File: src/rtl/traffic_phase_sequencer.sv
// Intersection phase sequencer: walks N_PHASES phases with per-phase second durations taken
// from run-time tables, with a sensor-chosen table, a skippable pedestrian phase and optional per-phase holds.
module traffic_phase_sequencer #(
  parameter int                  N_PHASES    = 8,
  parameter int                  N_TABLES    = 4,
  parameter int                  TIME_W      = 8,
  parameter int                  CLK_PER_SEC = 10000,
  parameter int                  PED_PHASE   = 0,
  parameter bit                  SKIP_PED    = 1'b1,
  parameter logic [N_PHASES-1:0] HOLD_MASK   = 'h40,
  localparam int                 PW          = (N_PHASES > 1) ? $clog2(N_PHASES) : 1,
  localparam int                 PSW         = $clog2(CLK_PER_SEC)
) (
  input  logic                                 CLK,
  input  logic                                 reset_general,
  input  logic                                 enable_general,
  input  logic                                 SNN,
  input  logic                                 SNS,
  input  logic                                 STH,
  input  logic                                 ped_btn,
  input  logic                                 hold_ok,
  input  logic [N_TABLES*N_PHASES*TIME_W-1:0]  cfg_dur,
  output logic [PW-1:0]                        phase,
  output logic                                 phase_valid,
  output logic                                 phase_start,
  output logic [1:0]                           table_sel,
  output logic [TIME_W-1:0]                    sec_elapsed,
  output logic                                 ped_pending,
  output logic                                 hold_wait
);

  typedef enum logic [1:0] {S_IDLE, S_RUN, S_HOLD} state_t;

  state_t             r_state, w_state_nxt;
  logic [PW-1:0]      r_phase, w_phase_nxt;
  logic               r_start, w_start_nxt;
  logic [1:0]         r_table, w_table_nxt;
  logic [TIME_W-1:0]  r_sec, w_sec_nxt;
  logic [PSW-1:0]     r_presc, w_presc_nxt;
  logic               r_ped_pending, w_ped_nxt;
  logic [3:0]         r_sync1, r_sync2;
  logic               r_ped_prev;

  logic               w_enter;
  logic [PW-1:0]      w_enter_phase;
  logic               w_ped_rise;
  logic [TIME_W-1:0]  w_dur_raw, w_dur;
  logic [TIME_W:0]    w_sec_inc;
  logic [TIME_W-1:0]  w_dur_tbl [N_TABLES][N_PHASES];

  for (genvar t = 0; t < N_TABLES; t++) begin : g_tbl
    for (genvar p = 0; p < N_PHASES; p++) begin : g_ph
      assign w_dur_tbl[t][p] = cfg_dur[(t*N_PHASES+p)*TIME_W +: TIME_W];
    end
  end

  function automatic logic [PW-1:0] f_next(input logic [PW-1:0] p, input logic pend);
    logic [PW-1:0] n;
    n = (p == PW'(N_PHASES-1)) ? '0 : p + PW'(1);
    if (SKIP_PED && !pend && (n == PW'(PED_PHASE)))
      n = (n == PW'(N_PHASES-1)) ? '0 : n + PW'(1);
    return n;
  endfunction

  // Exactly one active sensor picks its table; silence or disagreement falls back to A.
  function automatic logic [1:0] f_table(input logic [2:0] s);
    logic [1:0] t;
    case (s)
      3'b100:  t = 2'd1;
      3'b010:  t = 2'd2;
      3'b001:  t = 2'd3;
      default: t = 2'd0;
    endcase
    return t;
  endfunction

  // Bit order {ped_btn, STH, SNN, SNS}; the ped button keeps running while paused so presses are not lost.
  always_ff @(posedge CLK or posedge reset_general) begin
    if (reset_general) begin
      r_sync1    <= '0;
      r_sync2    <= '0;
      r_ped_prev <= 1'b0;
    end else begin
      r_sync1    <= {ped_btn, STH, SNN, SNS};
      r_sync2    <= r_sync1;
      r_ped_prev <= r_sync2[3];
    end
  end

  assign w_ped_rise = r_sync2[3] & ~r_ped_prev;
  assign w_dur_raw  = w_dur_tbl[r_table][r_phase];
  assign w_dur      = (w_dur_raw == '0) ? TIME_W'(1) : w_dur_raw;
  assign w_sec_inc  = {1'b0, r_sec} + (TIME_W+1)'(1);

  always_ff @(posedge CLK or posedge reset_general) begin
    if (reset_general) begin
      r_state       <= S_IDLE;
      r_phase       <= '0;
      r_start       <= 1'b0;
      r_table       <= 2'd0;
      r_sec         <= '0;
      r_presc       <= '0;
      r_ped_pending <= 1'b0;
    end else begin
      r_state       <= w_state_nxt;
      r_phase       <= w_phase_nxt;
      r_start       <= w_start_nxt;
      r_table       <= w_table_nxt;
      r_sec         <= w_sec_nxt;
      r_presc       <= w_presc_nxt;
      r_ped_pending <= w_ped_nxt;
    end
  end

  // Duration is compared live at every second wrap, so a shortened entry expires at the next wrap.
  always_comb begin
    w_state_nxt   = r_state;
    w_phase_nxt   = r_phase;
    w_start_nxt   = 1'b0;
    w_table_nxt   = r_table;
    w_sec_nxt     = r_sec;
    w_presc_nxt   = r_presc;
    w_enter       = 1'b0;
    w_enter_phase = r_phase;

    case (r_state)
      S_IDLE: begin
        if (enable_general) begin
          w_enter       = 1'b1;
          w_enter_phase = f_next(PW'(N_PHASES-1), r_ped_pending);
        end
      end
      S_RUN: begin
        if (enable_general) begin
          if (r_presc == PSW'(CLK_PER_SEC-1)) begin
            w_presc_nxt = '0;
            if (w_sec_inc >= {1'b0, w_dur}) begin
              if (HOLD_MASK[r_phase] && !hold_ok) begin
                w_state_nxt = S_HOLD;
                w_sec_nxt   = w_dur;
              end else begin
                w_enter       = 1'b1;
                w_enter_phase = f_next(r_phase, r_ped_pending);
              end
            end else begin
              w_sec_nxt = w_sec_inc[TIME_W-1:0];
            end
          end else begin
            w_presc_nxt = r_presc + PSW'(1);
          end
        end
      end
      S_HOLD: begin
        if (enable_general && hold_ok) begin
          w_enter       = 1'b1;
          w_enter_phase = f_next(r_phase, r_ped_pending);
        end
      end
      default: w_state_nxt = S_IDLE;
    endcase

    if (w_enter) begin
      w_state_nxt = S_RUN;
      w_phase_nxt = w_enter_phase;
      w_start_nxt = 1'b1;
      w_table_nxt = f_table(r_sync2[2:0]);
      w_sec_nxt   = '0;
      w_presc_nxt = '0;
    end

    w_ped_nxt = w_ped_rise |
                (r_ped_pending & ~(w_enter && (w_enter_phase == PW'(PED_PHASE))));
  end

  always_comb begin
    phase       = r_phase;
    phase_valid = (r_state != S_IDLE);
    phase_start = r_start;
    table_sel   = r_table;
    sec_elapsed = r_sec;
    ped_pending = r_ped_pending;
    hold_wait   = (r_state == S_HOLD);
  end

endmodule

File: config.mk
export PLATFORM = sky130hd
export DESIGN_NAME = traffic_phase_sequencer
export DESIGN_NICKNAME = d
export VERILOG_FILES = /design/src/rtl/traffic_phase_sequencer.sv
export SDC_FILE = /design/constraint.sdc
export NUM_CORES = 1
export LEC_CHECK = 0
export ABC_CLOCK_PERIOD_IN_PS = 9500
export BUFFER_PORTS_ARGS = -buffer_cell sky130_fd_sc_hd__buf_4
export CAP_MARGIN = 10
export CORE_MARGIN = 2
export CORE_UTILIZATION = 27
export DETAILED_ROUTE_END_ITERATION = 8
export GPL_TIMING_DRIVEN = 1
export HOLD_SLACK_MARGIN = 0.05
export PLACE_DENSITY = 0.54
export SYNTH_ARGS = -nofsm -noshare
export SYNTH_HDL_FRONTEND = slang
export SYNTH_SLANG_ARGS = --single-unit
File: constraint.sdc
create_clock -name CLK -period 9.5 [get_ports CLK]
set_input_delay 0.475 -clock CLK [delete_from_list [all_inputs] [get_ports CLK]]
set_output_delay 0.475 -clock CLK [all_outputs]
set_load 0.01 [all_outputs]
==> results of run 1 <==
[cell families after synthesis]
kind of cell,count (synthesis)
compound gates,115
xor+xnor,13
fa+ha+maj,16
buf+inv,47
flops,40
mux,94
simple gates,131
[cell usage after synthesis (11+ instances only)]
cell,instances
mux4_2,47
mux2i_1,45
dfrtp_1,40
nand2_1,37
o21ai_0,35
nor2_1,19
nand3_1,17
a22oi_1,16
buf_2,16
clkbuf_1,16
ha_1,16
inv_1,11
[state kept, by name, indices dropped and copies added, names as in the netlist]
| name | count |
|---|---|
| sec_elapsed | 8 |
| r_presc | 14 |
| phase_start | 1 |
| r_ped_prev | 1 |
| phase | 3 |
| r_state | 2 |
| ped_pending | 1 |
| r_sync2 | 4 |
| r_sync1 | 4 |
| table_sel | 2 |
[per-layer routing]
metal / up-vias / track usage, % / part of all wire (%)
met3: 34 / 4.57 / 5.6
met4: 0 / 5.97 / 2.9
li1: 2319 / - / -
met2: 190 / 37.5 / 51
met1: 2333 / 26.1 / 41
met5: - / 0 / 0
[final timing paths]
path | from | to | slack [ns] | cells past startpoint
max | table_sel[0] | ped_pending | 4.36 | 16
min | STH | r_sync1[2] | 0.30 | 1
max reg2reg | table_sel[0] | ped_pending | 4.36 | 16
min reg2reg | r_sync1[0] | r_sync2[0] | 0.35 | 0
max in group asynchronous | reset_general | table_sel[1] | 8.76 | 3
min in group asynchronous | reset_general | r_sync1[3] | 0.32 | 3
[stage by stage]
stage	setup slack [ns]	hold slack [ns]	cells	util, %	total power [W]
after floorplan	5.31	0.331	456	-	0.000593
after global placement	4.49	0.341	926	41.1	0.000776
after detailed placement	4.29	0.340	926	41.1	0.000786
after CTS	4.28	0.295	934	42.1	0.000981
after global routing	3.93	0.294	935	42.2	0.00104
final	4.36	0.300	935	42.2	0.000970
[critical path: stages, from the launching register on]
cell and delay [ns]:
dfrtp_2 0.63, buf_4 0.50, mux4_2 0.56, o22ai_1 0.20
nor4_1 0.10, or2_2 0.33, nor4b_1 0.32, nand4_1 0.16
nand3_1 0.11, ha_1 0.23, nand2b_1 0.14, a211oi_1 0.22
o211a_1 0.60, nor3_2 0.16, a2bb2oi_1 0.18, o22a_1 0.23
o41a_1 0.31
[layout make-up]
class / count / area, µm²
fillers: 1622 / 9560
well taps: 220 / 275
clock inverters: 3 / 42.5
flip-flops and latches: 40 / 1010
clock buffers: 5 / 125
repair buffers: 285 / 2140
inverters: 13 / 50.0
multi-input cells: 369 / 3330
[power by group through the flow]
| stage | Sequential (W) | Combinational [W] | Clock [W] |
|---|---|---|---|
| final | 0.000244 | 0.000536 | 0.000190 |
| after global routing | 0.000252 | 0.000584 | 0.000203 |
| after CTS | 0.000245 | 0.000538 | 0.000197 |
| after detailed placement | 0.000248 | 0.000537 | 0 |
| after global placement | 0.000246 | 0.000530 | 0 |
| after floorplan | 0.000210 | 0.000383 | 0 |
==> summary.txt, run 1 <==
STA
  – Tightest Pin Transition: 0.932 ns
  – Setup TNS: 0 ns
  – Final hold violation count: 0
  – Fin crit share: 54.1%
  – Clock skew: ~0.0049 ns
  – Fmax: 0.194 GHz
  – Final Setup Violations: 0
  – Worst slew margin: 37.7%
  – RSZ-0062 raised after global routing: no
  – Min cycle time layout: 5.14 ns
  – Slew Viols, Final: 0

Setup path
  – Critical Path End Type: flop
  – Required @ worst endpoint: approximately 9.7 ns
  – Worst Path Arrival: 5.30 ns
  – WS Path Type: reg2reg
  – Worst Setup Start Kind: flop
  – Crit-path max FO: 26

Logic synthesis
  – Mean Syn Cell Area: ~10 µm²
  – EDFF count, synth: 0
  – Synth area leader: mux4_2
  – FF+latch count, synth: 40
  – Largest family of logic cells by synthesized area: multiplexers
  – Mapped Nets: 736
  – Synth area leaders: mux4_2 23%, dfrtp_1 22%, mux2i_1 9.9%
  – Yosys top cell area share: approximately a quarter
  – Synth Area in Compound Gates: 17.2%
  – Adder-Cell Fraction of Synth Area: under 10%
  – Post-Synth XOR/XNOR Area: 2.51%
  – Post-synthesis cell area: 4540 µm²
  – Post-synthesis sequential area ratio: 22.0%
  – Top_reg_cell synth: dfrtp_1
  – Ys async rst share: 100%
  – YS warnings: 0
  – Post-Syn Instances: 456
  – Mux share of post-synthesis cell area: 33.7%
  – Distinct cell type count after synthesis: 62
  – Simple logic cell fraction of the synthesized area: about 15%

Clock network
  – Reg clk slew, reported paths: 0.06 ns
  – Total CTS buffers: 5
  – Post-cts sizing count: 0
  – Post-CTS Hold Buffers: 0
  – Clock insertion delay at the later pin of the skew report: 0.28 ns
  – CTS sink cnt: 40
  – CTS max path bufs: 2
  – Setup Fix Bufs, Post-CTS: 0
  – TritonCTS clock tree: yes
  – H-tree depth: 2
  – CTS root buffer: clkbuf_16

Layout
  – Most frequent cells in the layout: 284 x buf_4, 47 x mux4_2, 45 x mux2i_1
  – Layout Cell Area excl Fill: 6970 µm²
  – Fraction of layout cells with a size suffix above 1: 50.2%
  – Antenna diode count: 0
  – Final nets: just under 1000
  – Area growth syn-to-layout: 53.4%
  – Commonest non-fill, non-tap cell in the layout: buf_4

Route
  – Post-Route WL: 19.3 mm
  – Avg Vias per Cell: 5.21
  – Pre-Repair DR Iteration Count: 5
  – Antenna Nets Post-Route: 0
  – Vias: 4876
  – DRT iter0 DRCs: between 200 and 300
  – DRC: 0
  – Mean routed wirelength per cell: 20.6 µm

Power and ir drop
  – Pwr dens: approximately 140 nW/µm²
  – Combinational share of power: 55.2%
  – Sequential power share: between 20% and 30%
  – Sw frac: about 38%
  – Int Power: 0.000604 W
  – Power share of the clock group: 19.6%
  – Leakage power: 3.16 nW
  – NetSw: 0.000366 W
  – Max IR drop VDD: 0.0754 mV

Placed design
  – Buffers on Ports: 280
  – Final HPWL DP: 16.3 mm
  – Cell Area, Placed: roughly 6800 µm²
  – GP Congestion: 0.914

Global route
  – Initial antenna violation count: 0
  – GR Overflow Total: 0
  – First-pass GRT wire length: 29.7 mm
  – Pin count of the biggest net entering global routing: 57
  – GRT Total Usage: between 20% and 30%
  – Vias in the first global route: 5354

Die
  – Area of the core: 16500 µm²
  – Die Ht: 134 µm
  – Die Footprint: 17900 µm²
  – Row count: 47
  – Die width: 134 µm
  – I/O pin count: 281
  – Initial Utilization: 27.5%

Min path
  – Worst Hold Class: in2reg

Status
  – Status: finished, final reports clean

Run
  – Max cap viols: 0
(Power assumes the default switching activity.)
==> run 2, diff against run 1 <==
--- a/config.mk
+++ b/config.mk
@@ -5,7 +5,7 @@
 export SDC_FILE = /design/constraint.sdc
 export NUM_CORES = 1
 export LEC_CHECK = 0
-export ABC_CLOCK_PERIOD_IN_PS = 9500
+export ABC_CLOCK_PERIOD_IN_PS = 4600
 export BUFFER_PORTS_ARGS = -buffer_cell sky130_fd_sc_hd__buf_4
 export CAP_MARGIN = 10
 export CORE_MARGIN = 2
@@ -13,7 +13,7 @@
 export DETAILED_ROUTE_END_ITERATION = 8
 export GPL_TIMING_DRIVEN = 1
 export HOLD_SLACK_MARGIN = 0.05
-export PLACE_DENSITY = 0.54
+export PLACE_DENSITY = 0.56
 export SYNTH_ARGS = -nofsm -noshare
 export SYNTH_HDL_FRONTEND = slang
 export SYNTH_SLANG_ARGS = --single-unit
==> constraint.sdc (replaced) <==
create_clock -name CLK -period 4.6 [get_ports CLK]
set_input_delay 0.23 -clock CLK [delete_from_list [all_inputs] [get_ports CLK]]
set_output_delay 0.23 -clock CLK [all_outputs]
set_load 0.01 [all_outputs]
==> run 2 against run 1 <==
Global-route usage increased by 0.45 points. Via count increased by 2.7%. Maximum frequency increased by 23%. Cell count grew 1.6%. Flip-flop and latch count stayed put. Clock power up 85%. Sequential share of layout area shrank 0.25 points. Die area stayed put. Clock skew shrank 0.00092 ns. Non-clock buffer count increased by 15.
==> summary.txt, run 2 (synthesized netlist as in run 1, its figures left out) <==
Status
  – Status: finished, final reports clean

Power and ir drop
  – Max IR drop VDD: 0.179 mV
  – Sequential power share: 22.2%
  – NetSw: ~0.00077 W
  – Power share of the clock group: 17.4%
  – Sw frac: a little under two fifths
  – Combinational share of power: 60.4%
  – Leakage power: around 3.2 nW
  – Pwr dens: 285 nW/µm²
  – Int Power: 0.00126 W

Placed design
  – Cell Area, Placed: 6910 µm²
  – Final HPWL DP: roughly 17 mm
  – Buffers on Ports: 280
  – GP Congestion: 0.899

Die
  – Die Footprint: between 15000 and 20000 µm²
  – Die width: 134 µm
  – I/O pin count: 281
  – Initial Utilization: 27.5%
  – Area of the core: 16500 µm²
  – Die Ht: between 100 and 150 µm
  – Row count: 47

Clock network
  – Total CTS buffers: 5
  – H-tree depth: 2
  – Clock insertion delay at the later pin of the skew report: 0.28 ns
  – CTS root buffer: clkbuf_16
  – TritonCTS clock tree: yes
  – Reg clk slew, reported paths: 0.06 ns
  – CTS sink cnt: 40
  – CTS max path bufs: 2

STA
  – Fmax: about 0.24 GHz
  – Min cycle time layout: 4.18 ns
  – Final Setup Violations: 0
  – Final hold violation count: 0
  – Tightest Pin Transition: 1.24 ns
  – RSZ-0062 raised after global routing: no
  – Fin crit share: 90.9%
  – Slew Viols, Final: 0
  – Setup TNS: 0 ns
  – Worst slew margin: 16.7%
  – Clock skew: just under 0.004 ns

Layout
  – Final nets: 1009
  – # fillers: 1636
  – Antenna diode count: 0
  – Commonest non-fill, non-tap cell in the layout: buf_4
  – Layout Cell Area excl Fill: about 7100 µm²
  – Max reg flops: 14
  – Most frequent cells in the layout: 295 x buf_4, 47 x mux4_2, 45 x mux2i_1
  – Fraction of layout cells with a size suffix above 1: between 50% and 60%
  – Area growth syn-to-layout: 56.2%
  – Biggest register: r_presc

Global route
  – GR Overflow Total: 0
  – GRT Total Usage: a little over a fifth
  – First-pass GRT wire length: 30.0 mm
  – Initial antenna violation count: 0
  – Vias in the first global route: 5342
  – Pin count of the biggest net entering global routing: 57

Run
  – Max cap viols: 0

Route
  – Mean routed wirelength per cell: 20.5 µm
  – Post-Route WL: 19.4 mm
  – DRC: 0
  – Vias: 5006
  – Avg Vias per Cell: 5.27
  – Antenna Nets Post-Route: 0
  – DRT iter0 DRCs: 346
  – Pre-Repair DR Iteration Count: 5

Setup path
  – WS Path Type: reg2reg
  – Worst Path Arrival: 4.35 ns
  – Worst Setup Start Kind: flop
  – Critical Path End Type: flop
  – Required @ worst endpoint: 4.76 ns
  – Crit-path max FO: 15

Min path
  – Worst Hold Class: in2reg
-- run 2: cell count changes in the layout (fill, tap and decap cells not counted) --
cell	before	now
buf_12	0	2
clkinv_2	2	1
clkbuf_4	1	0
clkinvlp_4	1	0
bufinv_16	1	0
clkbuf_8	0	1
buf_6	0	1
dlygate4sd3_1	0	2
clkbuf_1	0	2
buf_4	284	295
-- run 2: final timing paths --
check	start	to	slack, ns	cells past startpoint
max in group asynchronous	reset_general	table_sel[1]	4.13	3
min in group asynchronous	reset_general	r_sync2[3]	0.06	3
setup / recovery	table_sel[1]	ped_pending	0.42	15
hold reg to reg	r_sync1[2]	r_sync2[2]	0.35	0
setup reg to reg	table_sel[1]	ped_pending	0.42	15
hold / removal	SNN	r_sync1[1]	0.05	1
-- run 2: layout make-up --
| class | instances | area (µm²) | area share [%] |
|---|---|---|---|
| Clock buffer | 8 | 146 | 2.06 |
| Inverter | 13 | 50.0 | 0.706 |
| Multi-Input combinational cell | 369 | 3330 | 46.9 |
| Sequential cell | 40 | 1010 | 14.2 |
| Tap cell | 220 | 275 | 3.88 |
| Timing Repair Buffer | 300 | 2290 | 32.2 |
-- run 2: worst max-delay path, stage by stage (launching register included) --
cell and delay, ns:
dfrtp_4 0.58, mux4_2 0.54, mux4_2 0.48, mux2i_1 0.14
buf_4 0.15, nor4b_1 0.22, nand4_1 0.16, nand3_1 0.11
ha_1 0.22, nand2b_1 0.14, a211oi_1 0.24, o211a_1 0.30
nor3_2 0.10, a2bb2oi_1 0.15, o22a_1 0.22, o41a_1 0.31
-- run 2: power by group through the flow --
stage / Sequential [W] / Clock, W / Combinational, W
6_report: 0.000450 / 0.000352 / 0.00122
5_1_grt: 0.000458 / 0.000374 / 0.00133
4_1_cts: 0.000451 / 0.000357 / 0.00122
3_5_place_dp: 0.000456 / 0 / 0.00122
3_3_place_gp: 0.000453 / 0 / 0.00120
2_1_floorplan: 0.000434 / 0 / 0.000791
-- run 2: metal layers --
layer / GRT usage [%] / wire length, µm / up-vias
met2: 38.5 / 9830 / 183
li1: - / - / 2338
met4: 6.03 / 499 / 0
met3: 4.03 / 1050 / 29
met5: 0 / 0 / -
met1: 26.9 / 8080 / 2456
-- run 2: per-stage QoR --
step	worst slack (ns)	hold WS, ns	cells	power, W	util [%]
finish	0.417	0.0542	950	0.00202	42.9
global route	0.0197	0.0544	950	0.00216	42.9
CTS	0.380	0.0549	948	0.00203	42.8
detailed placement	0.402	0.337	938	0.00167	41.8
global placement	0.479	0.332	938	0.00165	41.8
floorplan	0.412	0.261	456	0.00122	-
-- run 2: repair_timing --
action	4_1_cts	5_1_grt
hold buffers	2	0
hold endpoints to repair	2	0
buffers inserted	0	2
setup endpoints to repair	0	1
resized for setup	0	1
